### config.mk
export PLATFORM = sky130hd
export DESIGN_NAME = vga_frame_scheduler
export DESIGN_NICKNAME = d
export VERILOG_FILES = /design/src/rtl/vga_frame_scheduler.sv
export SDC_FILE = /design/constraint.sdc
export NUM_CORES = 1
export LEC_CHECK = 0
export ABC_AREA = 1
export CAP_MARGIN = 20
export CORE_MARGIN = 1.5
export CORE_UTILIZATION = 30
export DETAILED_ROUTE_END_ITERATION = 8
export SLEW_MARGIN = 25
export SYNTH_ARGS = -nofsm -noshare
export SYNTH_HDL_FRONTEND = slang
export SYNTH_SLANG_ARGS = --single-unit
### constraint.sdc
create_clock -name clk_div -period 4.73 [get_ports clk_div]
set_input_delay 1.419 -clock clk_div [delete_from_list [all_inputs] [get_ports clk_div]]
set_output_delay 1.419 -clock clk_div [all_outputs]
set_load 0.05 [all_outputs]
### src/rtl/vga_frame_scheduler.sv
// vga_frame_scheduler
//   VGA timing generator plus a CPU arbiter that lends the shared
//   framebuffer/object RAM to the CPU only during vertical blanking.
//
//   Ports
//     clk_div      in   pixel clock, all state changes on its rising edge
//     reset        in   asynchronous active-high reset
//     cpu_req      in   CPU request for the shared RAM
//     cpu_done     in   CPU finished its access burst
//     h_count      out  pixel column, 0..H_TOTAL-1
//     v_count      out  line, 0..V_TOTAL-1
//     hsync/vsync  out  active-low syncs
//     video_on     out  inside the visible region
//     vblank       out  v_count >= V_VISIBLE
//     frame_start  out  one-cycle pulse at (0,0)
//     cpu_grant    out  CPU owns the shared RAM
//     preempt      out  one-cycle pulse when the window close revokes a grant
module vga_frame_scheduler #(
  parameter int H_VISIBLE = 640,
  parameter int H_FRONT   = 16,
  parameter int H_SYNC    = 96,
  parameter int H_BACK    = 48,
  parameter int V_VISIBLE = 480,
  parameter int V_FRONT   = 10,
  parameter int V_SYNC    = 2,
  parameter int V_BACK    = 33
) (
  input  logic       clk_div,
  input  logic       reset,
  input  logic       cpu_req,
  input  logic       cpu_done,
  output logic [9:0] h_count,
  output logic [9:0] v_count,
  output logic       hsync,
  output logic       vsync,
  output logic       video_on,
  output logic       vblank,
  output logic       frame_start,
  output logic       cpu_grant,
  output logic       preempt
);

  localparam int H_TOTAL = H_VISIBLE + H_FRONT + H_SYNC + H_BACK;
  localparam int V_TOTAL = V_VISIBLE + V_FRONT + V_SYNC + V_BACK;

  localparam logic [9:0] H_LAST   = 10'(H_TOTAL - 1);
  localparam logic [9:0] V_LAST   = 10'(V_TOTAL - 1);
  localparam logic [9:0] H_VIS    = 10'(H_VISIBLE);
  localparam logic [9:0] V_VIS    = 10'(V_VISIBLE);
  localparam logic [9:0] HS_START = 10'(H_VISIBLE + H_FRONT);
  localparam logic [9:0] HS_END   = 10'(H_VISIBLE + H_FRONT + H_SYNC);
  localparam logic [9:0] VS_START = 10'(V_VISIBLE + V_FRONT);
  localparam logic [9:0] VS_END   = 10'(V_VISIBLE + V_FRONT + V_SYNC);
  // RAM access window spans the blanking lines except the last one,
  // which is kept quiet so the RAM is idle entering the visible region.
  localparam logic [9:0] WIN_HI   = 10'(V_TOTAL - 2);

  typedef enum logic [1:0] {S_IDLE, S_GRANTED, S_RELEASE} state_t;

  state_t     r_state;
  logic [9:0] w_h_nxt;
  logic [9:0] w_v_nxt;
  logic       w_win_cur;
  logic       w_win_nxt;

  always_comb begin
    w_h_nxt = (h_count == H_LAST) ? 10'd0 : h_count + 10'd1;
    w_v_nxt = v_count;
    if (h_count == H_LAST)
      w_v_nxt = (v_count == V_LAST) ? 10'd0 : v_count + 10'd1;
  end

  // Grant uses the window as seen on the current line; revoke looks at the
  // line about to be entered so the grant drops exactly as the window closes.
  assign w_win_cur = (v_count >= V_VIS) && (v_count <= WIN_HI);
  assign w_win_nxt = (w_v_nxt >= V_VIS) && (w_v_nxt <= WIN_HI);

  // Timing outputs are decoded from the next counts so they line up with
  // the registered h_count/v_count in the same cycle.
  always_ff @(posedge clk_div or posedge reset) begin
    if (reset) begin
      h_count     <= '0;
      v_count     <= '0;
      hsync       <= 1'b1;
      vsync       <= 1'b1;
      video_on    <= 1'b0;
      vblank      <= 1'b0;
      frame_start <= 1'b0;
    end else begin
      h_count     <= w_h_nxt;
      v_count     <= w_v_nxt;
      hsync       <= !((w_h_nxt >= HS_START) && (w_h_nxt < HS_END));
      vsync       <= !((w_v_nxt >= VS_START) && (w_v_nxt < VS_END));
      video_on    <= (w_h_nxt < H_VIS) && (w_v_nxt < V_VIS);
      vblank      <= (w_v_nxt >= V_VIS);
      frame_start <= (w_h_nxt == 10'd0) && (w_v_nxt == 10'd0);
    end
  end

  // Arbiter. cpu_done wins over a simultaneous window close, so a burst
  // finishing on the last open cycle is not reported as preempted.
  always_ff @(posedge clk_div or posedge reset) begin
    if (reset) begin
      r_state   <= S_IDLE;
      cpu_grant <= 1'b0;
      preempt   <= 1'b0;
    end else begin
      preempt <= 1'b0;
      case (r_state)
        S_IDLE: begin
          // Also require the next line to be open so a request on the
          // final window cycle does not get a zero-length grant.
          if (cpu_req && w_win_cur && w_win_nxt) begin
            r_state   <= S_GRANTED;
            cpu_grant <= 1'b1;
          end
        end
        S_GRANTED: begin
          if (cpu_done) begin
            r_state   <= S_RELEASE;
            cpu_grant <= 1'b0;
          end else if (!w_win_nxt) begin
            r_state   <= S_RELEASE;
            cpu_grant <= 1'b0;
            preempt   <= 1'b1;
          end
        end
        S_RELEASE: begin
          // CPU must drop its request before it can be granted again.
          if (!cpu_req) r_state <= S_IDLE;
        end
        default: begin
          r_state   <= S_IDLE;
          cpu_grant <= 1'b0;
        end
      endcase
    end
  end

endmodule

======== Word-level counts from Yosys, hierarchy flattened ========
Cells that the tools add are included.
W data, S select, Z words.
storage, ports and cells
  flip-flop bits (word level) ............. 29
  input bits .............................. 4
  output and inout port bits .............. 27
  logic and storage cells ................. 60
cells by class
  $add $sub $neg .......................... 2
  magnitude comparators ................... 10
  equality and inequality tests ........... 7
  mux-type cells .......................... 15
  bitwise logic cells ..................... 1
  reductions and logical operators ........ 15
operators by type and width
  cell                     count
  $ge A10 B9 Y1 const B    3
  $mux W10                 3
  $add A10 B1 Y10 const B  2
  $eq A10 B10 Y1 const B   2
  $le A10 B10 Y1 const B   2
  $logic_not A10 Y1        2
  $lt A10 B10 Y1 const B   2
  $lt A10 B9 Y1 const B    2
  $ge A10 B10 Y1 const B   1
  $logic_and A1 B1 Y1      8
  $mux W2                  4
  $mux W1                  6
  $pmux W2 S3              1
  $reduce_and A3 Y1        2
  $ne A2 B2 Y1 const B     2
  $ne A3 B3 Y1 const B     1
  $pmux W1 S3              1
  $eq A2 B1 Y1 const B     1
  $eq A2 B2 Y1 const B     1
  $logic_not A1 Y1         2
  $logic_not A2 Y1         1
  $not A1 Y1               1

======== Logic depth before layout (Yosys ltp) ========
  depth in word-level cells ............... 8
  mapped depth ............................ 18
  gate-level depth less buffers ........... 18

======== Least setup slack after synthesis ========
Ideal clock, no wire load.
  path type ............................... reg2reg
  from .................................... reg h_count[0]
  to ...................................... reg cpu_grant
  setup time .............................. 119 ps
  data arrival time ....................... 2141 ps
  data required time ...................... 4611 ps
  setup slack ............................. 2470 ps
  cell stages (with the launch flop) ...... 16
  buffers on the path ..................... 1
  period minus slack after synthesis ...... 2260 ps
  cells stage by stage .................... dfrtp_1 -> ha_1 -> nand4_2 -> nor2_4 -> buf_8 -> nand3_4 -> nand2_4 -> nand3_2 -> nor2_2 -> nand2_1 -> nand2_2 -> nand3_1 -> nand2_1 -> nand2_1 -> nand2_1 -> nand2_1
between the ends
  word-level cells in the longest chain between the ends .. 7
  elaborated cells on any way between the ends .. 9
  those cells by class .................... 2 x order compare; 3 x eq/ne; 1 x mux; 3 x reduce/logical
ends and longest elaborated chain
  element                                          RTL line  text
  start: declaration                               32        output logic [9:0] h_count,
  start signal: assignment                         90        h_count <= w_h_nxt;
  $eq A10 B10 Y1 *                                 69        if (h_count == H_LAST)
  $mux W10 *                                       69
  $ge A10 B9 Y1 or $le A10 B10 Y1 (tied branches)  76        assign w_win_nxt = (w_v_nxt >= V_VIS) && (w_v_nxt <= WIN_HI);
  $logic_and A1 B1 Y1 *                            76
  $logic_and A1 B1 Y1                              113       if (cpu_req && w_win_cur && w_win_nxt) begin
  $ne A2 B2 Y1 (no line)                           --
  $reduce_and A3 Y1 (no line) *                    --
  end signal: assignment                           115       cpu_grant <= 1'b1;
  end signal: assignment                           121       cpu_grant <= 1'b0;
  end signal: assignment                           124       cpu_grant <= 1'b0;
  end: declaration                                 39        output logic cpu_grant,
Mark *: on every way between the ends. The rest lies on a longest branch, timed or not.
A chain may end at the register's enable or synchronous reset.

======== Worst setup path after layout ========
  from .................................... reg v_count[5]
  to ...................................... out v_count[5]
RTL lines
  element                   RTL line  text
  start: declaration        33        output logic [9:0] v_count,
  start signal: assignment  91        v_count <= w_v_nxt;
No word-level cell between the ends.

==> impl_metrics.json <==
{
  "routabilityCongestion": 0.867,
  "initial_utilization_pct": 30.8,
  "drive_gt1_share_pct": 13.9,
  "area_delta_synth_final_pct": 26.1,
  "max_freq_mhz": 324,
  "max_slew.worst_pin.slew_ns": 0.803,
  "route.detailed.drc": 0,
  "hold_class": "reg2reg",
  "dp_hpwl_um": 3050,
  "synth_top_family_by_area": "simple AND/OR/NAND/NOR gates",
  "yosysMostFrequentCell": "nand2_1",
  "die_h_um": 80.5,
  "worst-r2r-cell-count": 15,
  "clk_pin_slew_ns": 0.07,
  "clock-root-buffer": "clkbuf_8",
  "p_switching_mw": 0.0951,
  "synth_warnings": 0,
  "skew_ns": 0.0110,
  "cp_top_family": "buffers and inverters",
  "p_per_area_nw_per_um2": 205,
  "synth_nets": 244,
  "fin_util_pct": 38.8,
  "p_seq_share_pct": 53.4,
  "synth_top_area_share_pct": 37.5,
  "min_path_cells": 2,
  "yosysTopAreaCell": "dfrtp_1",
  "grt_overflow": 0,
  "arrival_ns": 1.67,
  "power_leakage_nw": 1.16,
  "track_usage_pct": 13.9,
  "ys_types": 35,
  "min-delay-start": "cpu_grant",
  "wl_per_cell_um": 11.5,
  "synth_area_per_cell_um2": 7.60,
  "synthMuxAreaShare_pct": 0,
  "crit_type": "reg2out",
  "rrSetupSlack_ns": 2.50,
  "die-area_um2": 6480,
  "synth_compound_area_share_pct": 4.17,
  "setup_viol": 0,
  "worstPathMaxFanout": 10,
  "startpoint_type": "flop",
  "drt_iter0_drc": 68,
  "synth-edff-count": 0,
  "final-hold-violation-count": 0,
  "via_per_inst": 4.41,
  "synth_area_um2": 1800,
  "synthAdderAreaFrac_pct": 2.08,
  "tritoncts": "built",
  "synthTopCellsByCount": "nand2_1, inv_1, dfrtp_1, nor2_1, nand3_1",
  "r2r_end": "cpu_grant",
  "p_clk_share_pct": 44.7,
  "cp_slowest_cell": "clkdlybuf4s50_1",
  "finalSetupTns_ns": 0,
  "post_cts.repair.setup_buffers": 0,
  "cp_cell_sequence": "clkdlybuf4s50_1",
  "end_kind": "primary output",
  "yosysSeqAreaShare_pct": 40.4,
  "required_ns": 3.31,
  "antenna_left": 0,
  "async_flop_share_pct": 100,
  "rsz0062_at_grt": "false",
  "drtPass1Iterations": 6,
  "antenna_found_initial": 0,
  "cts_buffer_depth": 2,
  "cts_buffers": 5,
  "p_int_mw": 0.369,
  "synthCells": 237,
  "synth_xor_area_share_pct": 0.486,
  "drv_slew": 0,
  "grt_pass1_vias": 1464,
  "final.min_clock_period_ns": 3.09,
  "status": "complete, no violations",
  "clock-sinks": 29,
  "port_buffers": 30,
  "relSlewSlack_pct": 46.4,
  "row_count": 28,
  "slowest_delay_ns": 0.86,
  "period_share_pct": 65.3,
  "h-tree-depth": 2,
  "peakVddDrop_mv": 0.155,
  "cts_resized": 0,
  "grt_pass1_wl_um": 6800,
  "power_frac_comb_pct": 1.8,
  "ys_ff_latch": 29,
  "die_w_um": 80.5,
  "swShare_pct": 20.5,
  "core_area_um2": 5850,
  "num_vias": 1539,
  "clkLatencyLatePin_ns": 0.28,
  "routed_wl_um": 4010,
  "synth_flop_cell": "dfrtp_1",
  "r2r_start": "h_count[0]",
  "crit_buf_inv": 1,
  "synth_simple_gate_area_share_pct": 42.0,
  "diodes": 0,
  "cts_hold_buf": 0,
  "min_to": "cpu_grant",
  "drv_cap": 0,
  "grt_max_degree": 21,
  "pin_count": 31,
  "nNetsFinal": 280,
  "synth_area_leaders": "dfrtp_1, nand2_1, inv_1, nand3_1, nor2_1"
}
## power by group through the flow
stage	Clock [mW]	Combinational [mW]	Sequential [mW]
after floorplan	0	0.00389	0.253
after global placement	0	0.00909	0.253
after detailed placement	0	0.00907	0.253
after CTS	0.217	0.00915	0.248
after global routing	0.230	0.00994	0.248
final	0.208	0.00858	0.248
## metrics by stage
stage,hold slack [ns],cell area (µm²),power [mW],std cells,setup slack [ns]
floorplan,0.526,1800,0.257,237,2.47
global placement,0.466,2180,0.262,341,1.95
detailed placement,0.465,2180,0.262,341,1.94
CTS,0.480,2270,0.474,349,1.62
global route,0.505,2270,0.487,349,1.55
finish,0.473,2270,0.465,349,1.64
## state kept, by name, summed over array words and instances (netlist names)
name / flops
cpu_grant: 1
frame_start: 1
h_count: 10
hsync: 1
preempt: 1
r_state: 2
v_count: 10
vblank: 1
video_on: 1
vsync: 1
## cell families (layout without fill, tap and decap cells)
family / Yosys count / in the layout
AOI/OAI and AO/OA: 12 / 12
and+or+nand+nor: 144 / 144
DFF: 29 / 29
buffers and inverters: 48 / 85
adders and majority gates: 3 / 3
xor gates and xnor gates: 1 / 1
## worst max-delay path by stage
stage,start,end,depth (start not counted)
floorplan,h_count[0],cpu_grant,15
global route,v_count[5],v_count[5],1
finish,v_count[5],v_count[5],1
CTS,v_count[5],v_count[5],1
detailed placement,v_count[5],v_count[5],1
global placement,v_count[5],v_count[5],1
## cells in the final DEF (no fill, tap or decap), types with 4 or more instances in the layout
cell             instances
nand2_1                 62
inv_1                   45
clkdlybuf4s50_1         30
dfrtp_1                 27
nor2_1                  24
nand3_1                 18
nand2_2                  7
nand4_1                  6
clkbuf_8                 6
nor2_2                   4
nand3_2                  4
o21ai_0                  4
## cell type report
cell class	instances	area (µm²)
clock buffers	8	90.1
fillers	603	3580
inverters	46	173
multi-input cells	160	877
flip-flops and latches	29	728
well taps	75	93.8
repair buffers	31	308
## layer usage
layer | GRT usage [%] | routed length [µm]
met5 | 0 | 0
met4 | 5.69 | 68
met3 | 3.98 | 129
met2 | 20.3 | 1800
met1 | 19.1 | 2010
No activity file was read; power rests on OpenSTA's default activity.
